--- config.mk ---
export PLATFORM = sky130hd
export DESIGN_NAME = mem_arbiter_flat
export DESIGN_NICKNAME = d
export VERILOG_FILES = /design/src/rtl/mem_arbiter_if.sv /design/src/rtl/mem_arbiter.sv /design/src/flat_wrapper.sv
export SDC_FILE = /design/constraint.sdc
export NUM_CORES = 1
export LEC_CHECK = 0
export ABC_AREA = 1
export CORE_MARGIN = 5
export CORE_UTILIZATION = 37
export CTS_CLUSTER_SIZE = 8
export DETAILED_ROUTE_END_ITERATION = 10
export PLACE_DENSITY_LB_ADDON = 0.08
export SLEW_MARGIN = 40
export SYNTH_ARGS = -nofsm -noshare
export SYNTH_HDL_FRONTEND = slang
export SYNTH_SLANG_ARGS = --single-unit
--- constraint.sdc ---
create_clock -name clock -period 3.1 [get_ports clock]
set_input_delay 0.93 -clock clock [delete_from_list [all_inputs] [get_ports clock]]
set_output_delay 0.93 -clock clock [all_outputs]
set_load 0.02 [all_outputs]
--- src/rtl/mem_arbiter_if.sv ---
// mem_arbiter_if: fetch port, load/store port and BRAM port of the memory arbiter
interface mem_arbiter_if #(
    parameter int ADDR_W = 7
);
    logic              i_req;
    logic [31:0]       i_addr;
    logic              i_gnt;
    logic              i_rvalid;
    logic [31:0]       i_rdata;
    logic              d_req;
    logic              d_we;
    logic [2:0]        d_funct3;
    logic [31:0]       d_addr;
    logic [31:0]       d_wdata;
    logic              d_gnt;
    logic              d_rvalid;
    logic [31:0]       d_rdata;
    logic              d_misaligned;
    logic              mem_read_enable;
    logic              mem_write_enable;
    logic [ADDR_W-1:0] mem_addr;
    logic [31:0]       mem_wdata;
    logic [31:0]       mem_rdata;

    modport slave (
        input  i_req, i_addr, d_req, d_we, d_funct3, d_addr, d_wdata, mem_rdata,
        output i_gnt, i_rvalid, i_rdata, d_gnt, d_rvalid, d_rdata, d_misaligned,
               mem_read_enable, mem_write_enable, mem_addr, mem_wdata
    );

    modport master (
        output i_req, i_addr, d_req, d_we, d_funct3, d_addr, d_wdata, mem_rdata,
        input  i_gnt, i_rvalid, i_rdata, d_gnt, d_rvalid, d_rdata, d_misaligned,
               mem_read_enable, mem_write_enable, mem_addr, mem_wdata
    );
endinterface

--- src/rtl/mem_arbiter.sv ---
// mem_arbiter: round-robin sharing of one word-wide BRAM between fetch and load/store, with RMW sub-word stores
module mem_arbiter #(
    parameter int ADDR_W = 7
) (
    input logic         clock,
    input logic         reset,
    mem_arbiter_if.slave bus
);
    typedef enum logic [2:0] {IDLE, I_RESP, D_RESP, RMW_WR, D_ACK, ERR} state_t;

    state_t            state;
    logic              rr_last_d;
    logic [ADDR_W+1:0] addr_q;
    logic [2:0]        f3_q;
    logic [31:0]       wdata_q;
    logic              idle;
    logic              pick_d;
    logic              pick_i;
    logic              d_err;
    logic              d_sw;
    logic [4:0]        shamt;
    logic [31:0]       lane;
    logic [31:0]       mask;
    logic [31:0]       merged;
    logic [31:0]       load_val;
    logic              unused_bits;

    assign unused_bits = ^{bus.i_addr[31:ADDR_W+2], bus.d_addr[31:ADDR_W+2], lane[31:16]};

    // Arbitration, access legality, load formatting and RMW merge
    always_comb begin
        idle     = state == IDLE && reset;
        pick_d   = idle && bus.d_req && (!bus.i_req || !rr_last_d);
        pick_i   = idle && bus.i_req && !pick_d;
        d_err    = (bus.d_we ? bus.d_funct3 > 3'd2
                             : !(bus.d_funct3 inside {3'd0, 3'd1, 3'd2, 3'd4, 3'd5}))
                || (bus.d_funct3[1:0] == 2'b01 && bus.d_addr[0])
                || (bus.d_funct3[1:0] == 2'b10 && bus.d_addr[1:0] != 2'b00);
        d_sw     = bus.d_we && bus.d_funct3 == 3'b010;
        shamt    = {addr_q[1:0], 3'b000};
        lane     = bus.mem_rdata >> shamt;
        mask     = (f3_q[0] ? 32'h0000_FFFF : 32'h0000_00FF) << shamt;
        merged   = (bus.mem_rdata & ~mask) | ((wdata_q << shamt) & mask);
        load_val = f3_q[1] ? bus.mem_rdata
                 : f3_q[0] ? {{16{lane[15] & ~f3_q[2]}}, lane[15:0]}
                 : {{24{lane[7] & ~f3_q[2]}}, lane[7:0]};
    end

    // Grants and BRAM controls are live in the grant cycle; responses decode from state
    always_comb begin
        bus.i_gnt            = pick_i;
        bus.d_gnt            = pick_d;
        bus.mem_read_enable  = pick_i || (pick_d && !d_err && !d_sw);
        bus.mem_write_enable = (pick_d && !d_err && d_sw) || state == RMW_WR;
        bus.mem_addr         = pick_i ? bus.i_addr[ADDR_W+1:2]
                             : pick_d ? bus.d_addr[ADDR_W+1:2]
                             : state == RMW_WR ? addr_q[ADDR_W+1:2] : '0;
        bus.mem_wdata        = (pick_d && !d_err && d_sw) ? bus.d_wdata
                             : state == RMW_WR ? merged : '0;
        bus.i_rvalid         = state == I_RESP;
        bus.i_rdata          = state == I_RESP ? bus.mem_rdata : '0;
        bus.d_rvalid         = state inside {D_RESP, D_ACK, ERR};
        bus.d_rdata          = state == D_RESP ? load_val : '0;
        bus.d_misaligned     = state == ERR;
    end

    // Sequencer: capture the winner's request and walk the access through its response
    always_ff @(posedge clock or negedge reset) begin
        if (!reset) begin
            state     <= IDLE;
            rr_last_d <= 1'b0;
            addr_q    <= '0;
            f3_q      <= '0;
            wdata_q   <= '0;
        end else begin
            if (pick_i || pick_d) begin
                rr_last_d <= pick_d;
                addr_q    <= pick_d ? bus.d_addr[ADDR_W+1:0] : bus.i_addr[ADDR_W+1:0];
            end
            if (pick_d) begin
                f3_q    <= bus.d_funct3;
                wdata_q <= bus.d_wdata;
            end
            state <= pick_i ? I_RESP
                   : pick_d ? (d_err ? ERR : !bus.d_we ? D_RESP : d_sw ? D_ACK : RMW_WR)
                   : state == RMW_WR ? D_ACK : IDLE;
        end
    end
endmodule
--- src/flat_wrapper.sv ---
// flat-port wrapper written by rule: the top's interface ports become plain ports
module mem_arbiter_flat 
#(
    parameter int ADDR_W = 7
)
  (clock, reset, bus_i_req, bus_i_addr, bus_d_req, bus_d_we, bus_d_funct3, bus_d_addr, bus_d_wdata, bus_mem_rdata, bus_i_gnt, bus_i_rvalid, bus_i_rdata, bus_d_gnt, bus_d_rvalid, bus_d_rdata, bus_d_misaligned, bus_mem_read_enable, bus_mem_write_enable, bus_mem_addr, bus_mem_wdata);
  mem_arbiter_if #(.ADDR_W(ADDR_W)) bus_i ();
  input logic clock;
  input logic reset;
  input wire logic [$bits(bus_i.i_req)-1:0] bus_i_req;
  input wire logic [$bits(bus_i.i_addr)-1:0] bus_i_addr;
  input wire logic [$bits(bus_i.d_req)-1:0] bus_d_req;
  input wire logic [$bits(bus_i.d_we)-1:0] bus_d_we;
  input wire logic [$bits(bus_i.d_funct3)-1:0] bus_d_funct3;
  input wire logic [$bits(bus_i.d_addr)-1:0] bus_d_addr;
  input wire logic [$bits(bus_i.d_wdata)-1:0] bus_d_wdata;
  input wire logic [$bits(bus_i.mem_rdata)-1:0] bus_mem_rdata;
  output wire logic [$bits(bus_i.i_gnt)-1:0] bus_i_gnt;
  output wire logic [$bits(bus_i.i_rvalid)-1:0] bus_i_rvalid;
  output wire logic [$bits(bus_i.i_rdata)-1:0] bus_i_rdata;
  output wire logic [$bits(bus_i.d_gnt)-1:0] bus_d_gnt;
  output wire logic [$bits(bus_i.d_rvalid)-1:0] bus_d_rvalid;
  output wire logic [$bits(bus_i.d_rdata)-1:0] bus_d_rdata;
  output wire logic [$bits(bus_i.d_misaligned)-1:0] bus_d_misaligned;
  output wire logic [$bits(bus_i.mem_read_enable)-1:0] bus_mem_read_enable;
  output wire logic [$bits(bus_i.mem_write_enable)-1:0] bus_mem_write_enable;
  output wire logic [$bits(bus_i.mem_addr)-1:0] bus_mem_addr;
  output wire logic [$bits(bus_i.mem_wdata)-1:0] bus_mem_wdata;
  assign bus_i.i_req = bus_i_req;
  assign bus_i.i_addr = bus_i_addr;
  assign bus_i.d_req = bus_d_req;
  assign bus_i.d_we = bus_d_we;
  assign bus_i.d_funct3 = bus_d_funct3;
  assign bus_i.d_addr = bus_d_addr;
  assign bus_i.d_wdata = bus_d_wdata;
  assign bus_i.mem_rdata = bus_mem_rdata;
  assign bus_i_gnt = bus_i.i_gnt;
  assign bus_i_rvalid = bus_i.i_rvalid;
  assign bus_i_rdata = bus_i.i_rdata;
  assign bus_d_gnt = bus_i.d_gnt;
  assign bus_d_rvalid = bus_i.d_rvalid;
  assign bus_d_rdata = bus_i.d_rdata;
  assign bus_d_misaligned = bus_i.d_misaligned;
  assign bus_mem_read_enable = bus_i.mem_read_enable;
  assign bus_mem_write_enable = bus_i.mem_write_enable;
  assign bus_mem_addr = bus_i.mem_addr;
  assign bus_mem_wdata = bus_i.mem_wdata;
  mem_arbiter #(.ADDR_W(ADDR_W)) u_core (.clock(clock), .reset(reset), .bus(bus_i));
endmodule
Yosys cells after proc, flatten, opt, wreduce, memory -nomap -nowiden
Cells that the tools add are included.
{ "op_classes": {"order_cmp": 1, "eq_ne": 11, "n_shift": 3, "mux": 18, "bitwise_logic": 7, "reduce_logical": 28} }
{ "ops": {"columns": ["operator", "count"], "rows": [
  ["32-bit two-way mux", 6],
  ["32-bit AND", 2],
  ["32-bit by 5-bit << shifter with 32-bit output", 2],
  ["32-bit inverter", 1],
  ["32-bit bitwise OR", 1],
  ["32-bit by 5-bit right shift with 16-bit output", 1],
  ["7-bit two-way mux", 3],
  ["3-bit two-way mux", 6],
  ["16-bit two-way mux", 1],
  ["3-bit equality test, second input constant", 4],
  ["1-bit logical AND", 11],
  ["3-bit by 2-bit equality test with 1-bit output, second input constant", 3],
  ["9-bit two-way mux", 1],
  ["3-bit by 1-bit equality test with 1-bit output, second input constant", 2],
  ["1-bit zero test", 6],
  ["3-bit zero test", 2],
  ["1-bit logical OR", 6],
  ["5-bit nonzero test", 1],
  ["3-bit by 2-bit greater-than comparator with 1-bit output, second input constant", 1],
  ["3-bit nonzero test", 1],
  ["1-bit AND", 2],
  ["2-bit by 1-bit equality test with 1-bit output, second input constant", 1],
  ["2-bit equality test, second input constant", 1],
  ["2-bit nonzero test", 1],
  ["other kinds (2)", 2]
]} }
{ "word_totals": {"reg_bits": 48, "inputBits": 136, "output_inout_bits": 110, "word_cells": 73} }

Logic depth before layout (Yosys ltp)
{ "depth": {"ltp_word": 10, "mapped_depth": 11} }

Worst setup path after synthesis
OpenSTA, ideal clock, no wires.
{ "synth_path": {"kind": "input-to-output", "startpoint": "input port bus_i_req", "endpoint": "output port bus_mem_addr[0]", "arrival_time_ns": 2.087, "t_required_ns": 2.170, "setup_slack_ns": 0.083, "stages": 7, "n_path_buf": 1, "path_cell_list": "inv_1 -> o21ai_0 -> nor2_2 -> buf_2 -> nor2_2 -> nand2_1 -> o211ai_1"} }
{ "synth_between": {"elab_chain_cells": 6} }
{ "synth_lines": {"columns": ["item", "line", "source"], "rows": [
  ["start: declaration", "flat_wrapper.sv:10", "input wire logic [$bits(bus_i.i_req)-1:0] bus_i_req;"],
  ["1-bit zero test", "mem_arbiter.sv:33", "pick_d = idle && bus.d_req && (!bus.i_req || !rr_last_d);"],
  ["1-bit logical OR", "mem_arbiter.sv:33", null],
  ["1-bit logical AND", "mem_arbiter.sv:33", null],
  ["1-bit zero test", "mem_arbiter.sv:34", "pick_i = idle && bus.i_req && !pick_d;"],
  ["1-bit logical AND (*)", "mem_arbiter.sv:34", null],
  ["via bus_i_gnt", "flat_wrapper.sv:18", "output wire logic [$bits(bus_i.i_gnt)-1:0] bus_i_gnt;"],
  ["7-bit two-way mux (*)", "mem_arbiter.sv:55", "bus.mem_addr = pick_i ? bus.i_addr[ADDR_W+1:2]"],
  ["end: declaration", "flat_wrapper.sv:27", "output wire logic [$bits(bus_i.mem_addr)-1:0] bus_mem_addr;"]
]} }
The timed path passes the listed nets; every way through them passes the cells marked *.

Worst setup path after layout
{ "layout_path": {"startpoint": "input port bus_mem_rdata[14]", "endpoint": "output port bus_i_rdata[14]"} }
{ "layout_between": {"elab_chain_cells": 1} }
{ "layout_lines": {"columns": ["item", "line", "source"], "rows": [
  ["start: declaration", "flat_wrapper.sv:17", "input wire logic [$bits(bus_i.mem_rdata)-1:0] bus_mem_rdata;"],
  ["32-bit two-way mux", "mem_arbiter.sv:61", "bus.i_rdata = state == I_RESP ? bus.mem_rdata : '0;"],
  ["end: declaration", "flat_wrapper.sv:20", "output wire logic [$bits(bus_i.i_rdata)-1:0] bus_i_rdata;"]
]} }
No other way between the ends.

==> summary.txt <==
Run status
  • Run status: complete, no violations

Layout
  • Final std cells w/o fill: 1062
  • N_diodes: 0
  • Cell area after layout: 0.00672 mm2
  • Layout area overhead: 80.1%
  • Layout cell share with drive strength beyond 1: 28.8%
  • Fin nets: 1065

Timing
  • Worst relative slew slack: 60.7%
  • Sum Neg Setup Slack: 0 ps
  • Slew Limit Fails: 0
  • Final WS setup: 24.0 ps
  • Final period util: 99.2%
  • Final Hold Fails: 0
  • RSZ-0062 raised after global routing: yes
  • Setup Viol. Count Final: 0
  • Max Freq: 325 MHz
  • Final Skew: 10.5 ps
  • Minimum clock period: 3080 ps
  • Worst-Margin Slew: 589 ps

Placement
  • Place WS: -779 ps
  • Cells after DPL: 1037
  • Placed cell areas: 0.00650 mm2
  • DP HPWL: 14300 um
  • Final GP Congestion: 0.889
  • PortBufs: 199

Pwr
  • Combinational power share: 64.8%
  • Sequential cell fraction of total power: 25.5%
  • Lkg Pwr: 3.59 nW
  • Power Total: 0.00343 W
  • Worst vdd ir: 0.333 mV
  • Sw power: 0.00172 W
  • Clk pwr share: 9.7%
  • P_int: 0.00171 W
  • Switching part of the total: 50.1%
  • Pwr Density: 510 mW/mm2

Clocking
  • CTS buffer count: 5
  • Root buf cell: clkbuf_8
  • TritonCTS clock tree: built
  • Hold Buf Count CTS: 0
  • Clk sink count: 40
  • Clk_lat worst skew: 290 ps
  • CTS Buffer Depth: 2
  • Clk slew on worst S/H paths: 70 ps
  • H-tree level count: 2

Floorplanning
  • Die width: 110 um
  • Die boundary height: 110 um
  • Core area: 0.00982 mm2
  • Die area: 0.0122 mm2
  • Starting density of the core: 38.0%
  • Rows: 36
  • Total I/O pin count: 246

Yosys
  • Top area cells in the synthesized netlist: dfrtp_1 27%, nand2_1 18%, o21ai_0 11%, inv_1 8.1%, nor2_1 8.1%
  • Yosys top cell area share: 26.8%
  • Post-Synth Simple-Gate Area: 33.7%
  • Register area share after synthesis: 26.8%
  • Cells after Synth: 643
  • Main combinational cell family by area after synthesis: simple AND/OR/NAND/NOR gates
  • Syn Std Cell Area: 0.00373 mm2
  • Post-synthesis adder-cell area fraction: 0%
  • Top cells by count, synth: 179 x nand2_1, 81 x inv_1, 81 x nor2_1
  • Post-synthesis async set-or-reset flop share: 100%
  • Syn_nets: 779
  • Mux contribution to synthesized area: 0%
  • Syn avg cell area: 5.80 um2
  • Post-synth EDFFs: 0
  • Ys flop type: dfrtp_1
  • XOR/XNOR share of the synthesized area: 0%
  • Synth Area in Compound Gates: 25.8%
  • Synth area leader: dfrtp_1
  • Syn. warnings: 0
  • Top-count cell post-synth: nand2_1
  • Library cells used by synthesis: 27
  • FF+latch count, synth: 40

Detailed routing
  • Post-route ant nets: 0
  • WL/cell: 17.7 um
  • Routed WL: 18800 um
  • Drt pass-1 iters: 5
  • First DRT Iteration DRCs: 449
  • DR vias: 5641
  • DR DRC count: 0
  • Via/cell ratio: 5.31

Setup path
  • Flop2flop setup slack: 1010 ps
  • Top Family by Delay on Critical Path: buffers and inverters
  • Worst Path Max Fanout: 3
  • Slowest stage cell on the critical path: clkdlybuf4s50_1
  • Max incr delay on CP: 540 ps
  • Type of origin of the critical path: input pin
  • Critical path arrival: 2150 ps
  • Worst Setup End Kind: primary output
  • Critical path required time: 2170 ps
  • CP cell instances: clkdlybuf4s50_1, inv_1, buf_4, nor2_1, dlygate4sd2_1
  • CP Class: input pin to primary output
  • Crit path buffers/inverters: 4

Global route
  • Largest net degree at the start of global routing: 41
  • Vias in the first global route: 5619
  • GRT Overall Usage: 29.3%
  • Overflow after GRT: 0
  • First-pass GRT wire length: 29800 um
  • Initial antenna violation count: 0

Hold path
  • HP Class: flop to flop

Flow run
  • Max cap viols: 0
[worst paths after layout]
| path | from | cells past startpoint | endpoint |
|---|---|---|---|
| worst max-delay path | bus_mem_rdata[14] | 5 | bus_i_rdata[14] |
| worst min register to register | u_core.wdata_q[23]$_DFFE_PN0P_ | 2 | u_core.wdata_q[23]$_DFFE_PN0P_ |
| worst min-delay path | u_core.wdata_q[23]$_DFFE_PN0P_ | 2 | u_core.wdata_q[23]$_DFFE_PN0P_ |
| min in group asynchronous | reset | 2 | u_core.wdata_q[4]$_DFFE_PN0P_ |
| max in group asynchronous | reset | 2 | u_core.state[1]$_DFF_PN0_ |
| worst max register to register | u_core.state[1]$_DFF_PN0_ | 11 | u_core.addr_q[8]$_DFFE_PN0P_ |
[sequential cells by signal, indices dropped and copies added, names as in the netlist]
name / count
u_core.addr_q: 9
u_core.wdata_q: 24
u_core.rr_last_d: 1
u_core.state: 3
u_core.f3_q: 3
[layer usage]
metal	vias up	wire length, um	GRT usage (%)	share of wire, %
li1	2672	-	-	-
met2	312	9220	51.4	49
met4	0	501	7.55	2.7
met1	2615	7560	36.6	40
met5	-	0	0	0
met3	42	1530	5.91	8.1
[power groups by stage]
stage	clock [W]	combinational [W]	sequential [W]
global placement	0	0.00203	0.000869
detailed placement	0	0.00207	0.000874
CTS	0.000344	0.00209	0.000864
finish	0.000333	0.00222	0.000876
global route	0.000363	0.00243	0.000891
floorplan	0	0.00124	0.000808
[placed cells by master, fill, tap and decap left out, types with 13 or more instances in the layout]
| master | count |
|---|---|
| nand4_1 | 16 |
| dlygate4sd2_1 | 22 |
| buf_4 | 141 |
| buf_2 | 30 |
| o21ai_0 | 63 |
| buf_6 | 13 |
| inv_1 | 73 |
| nand3_1 | 18 |
| o21ai_1 | 26 |
| a21oi_1 | 21 |
| dfrtp_1 | 40 |
| clkdlybuf4s50_1 | 75 |
| nor2_1 | 71 |
| o21ai_2 | 14 |
| nand2_1 | 177 |
| o211ai_1 | 31 |
[metrics by stage]
| stage | utilization, % | hold slack [ps] |
|---|---|---|
| 2_1_floorplan | - | 442 |
| 3_3_place_gp | 66.2 | 461 |
| 3_5_place_dp | 66.2 | 468 |
| 4_1_cts | 66.1 | 485 |
| 5_1_grt | 68.4 | 505 |
| 6_report | 68.4 | 486 |
[repair_timing]
item | in CTS | in global routing
buffers inserted | 7 | 4
gates resized for setup | 401 | 121
pin swaps | 11 | 9
setup endpoints to repair | 107 | 86
gates cloned | 6 | 1
[layout make-up]
type	count	area (um2)
Fill cell	929	3100
Timing Repair Buffer	318	2730
Multi-Input combinational cell	479	2420
Sequential cell	40	1000
Inverter	85	325
Tap cell	133	166
Clock buffer	5	68.8
Clock inverter	2	12.5
[kinds of logic (layout without fill, tap and decap cells)]
logic type,count (synthesis),after routing
AOI/OAI and AO/OA,171,171
buffers and inverters,125,410
DFF,40,40
and+or+nand+nor,307,308
[worst min-delay path, stage by stage, from the launching register on]
cell and delay (ps):
dfrtp_1 350, nand2_1 60, nand2_1 50
Note: power is estimated with default switching activity, not from simulation.
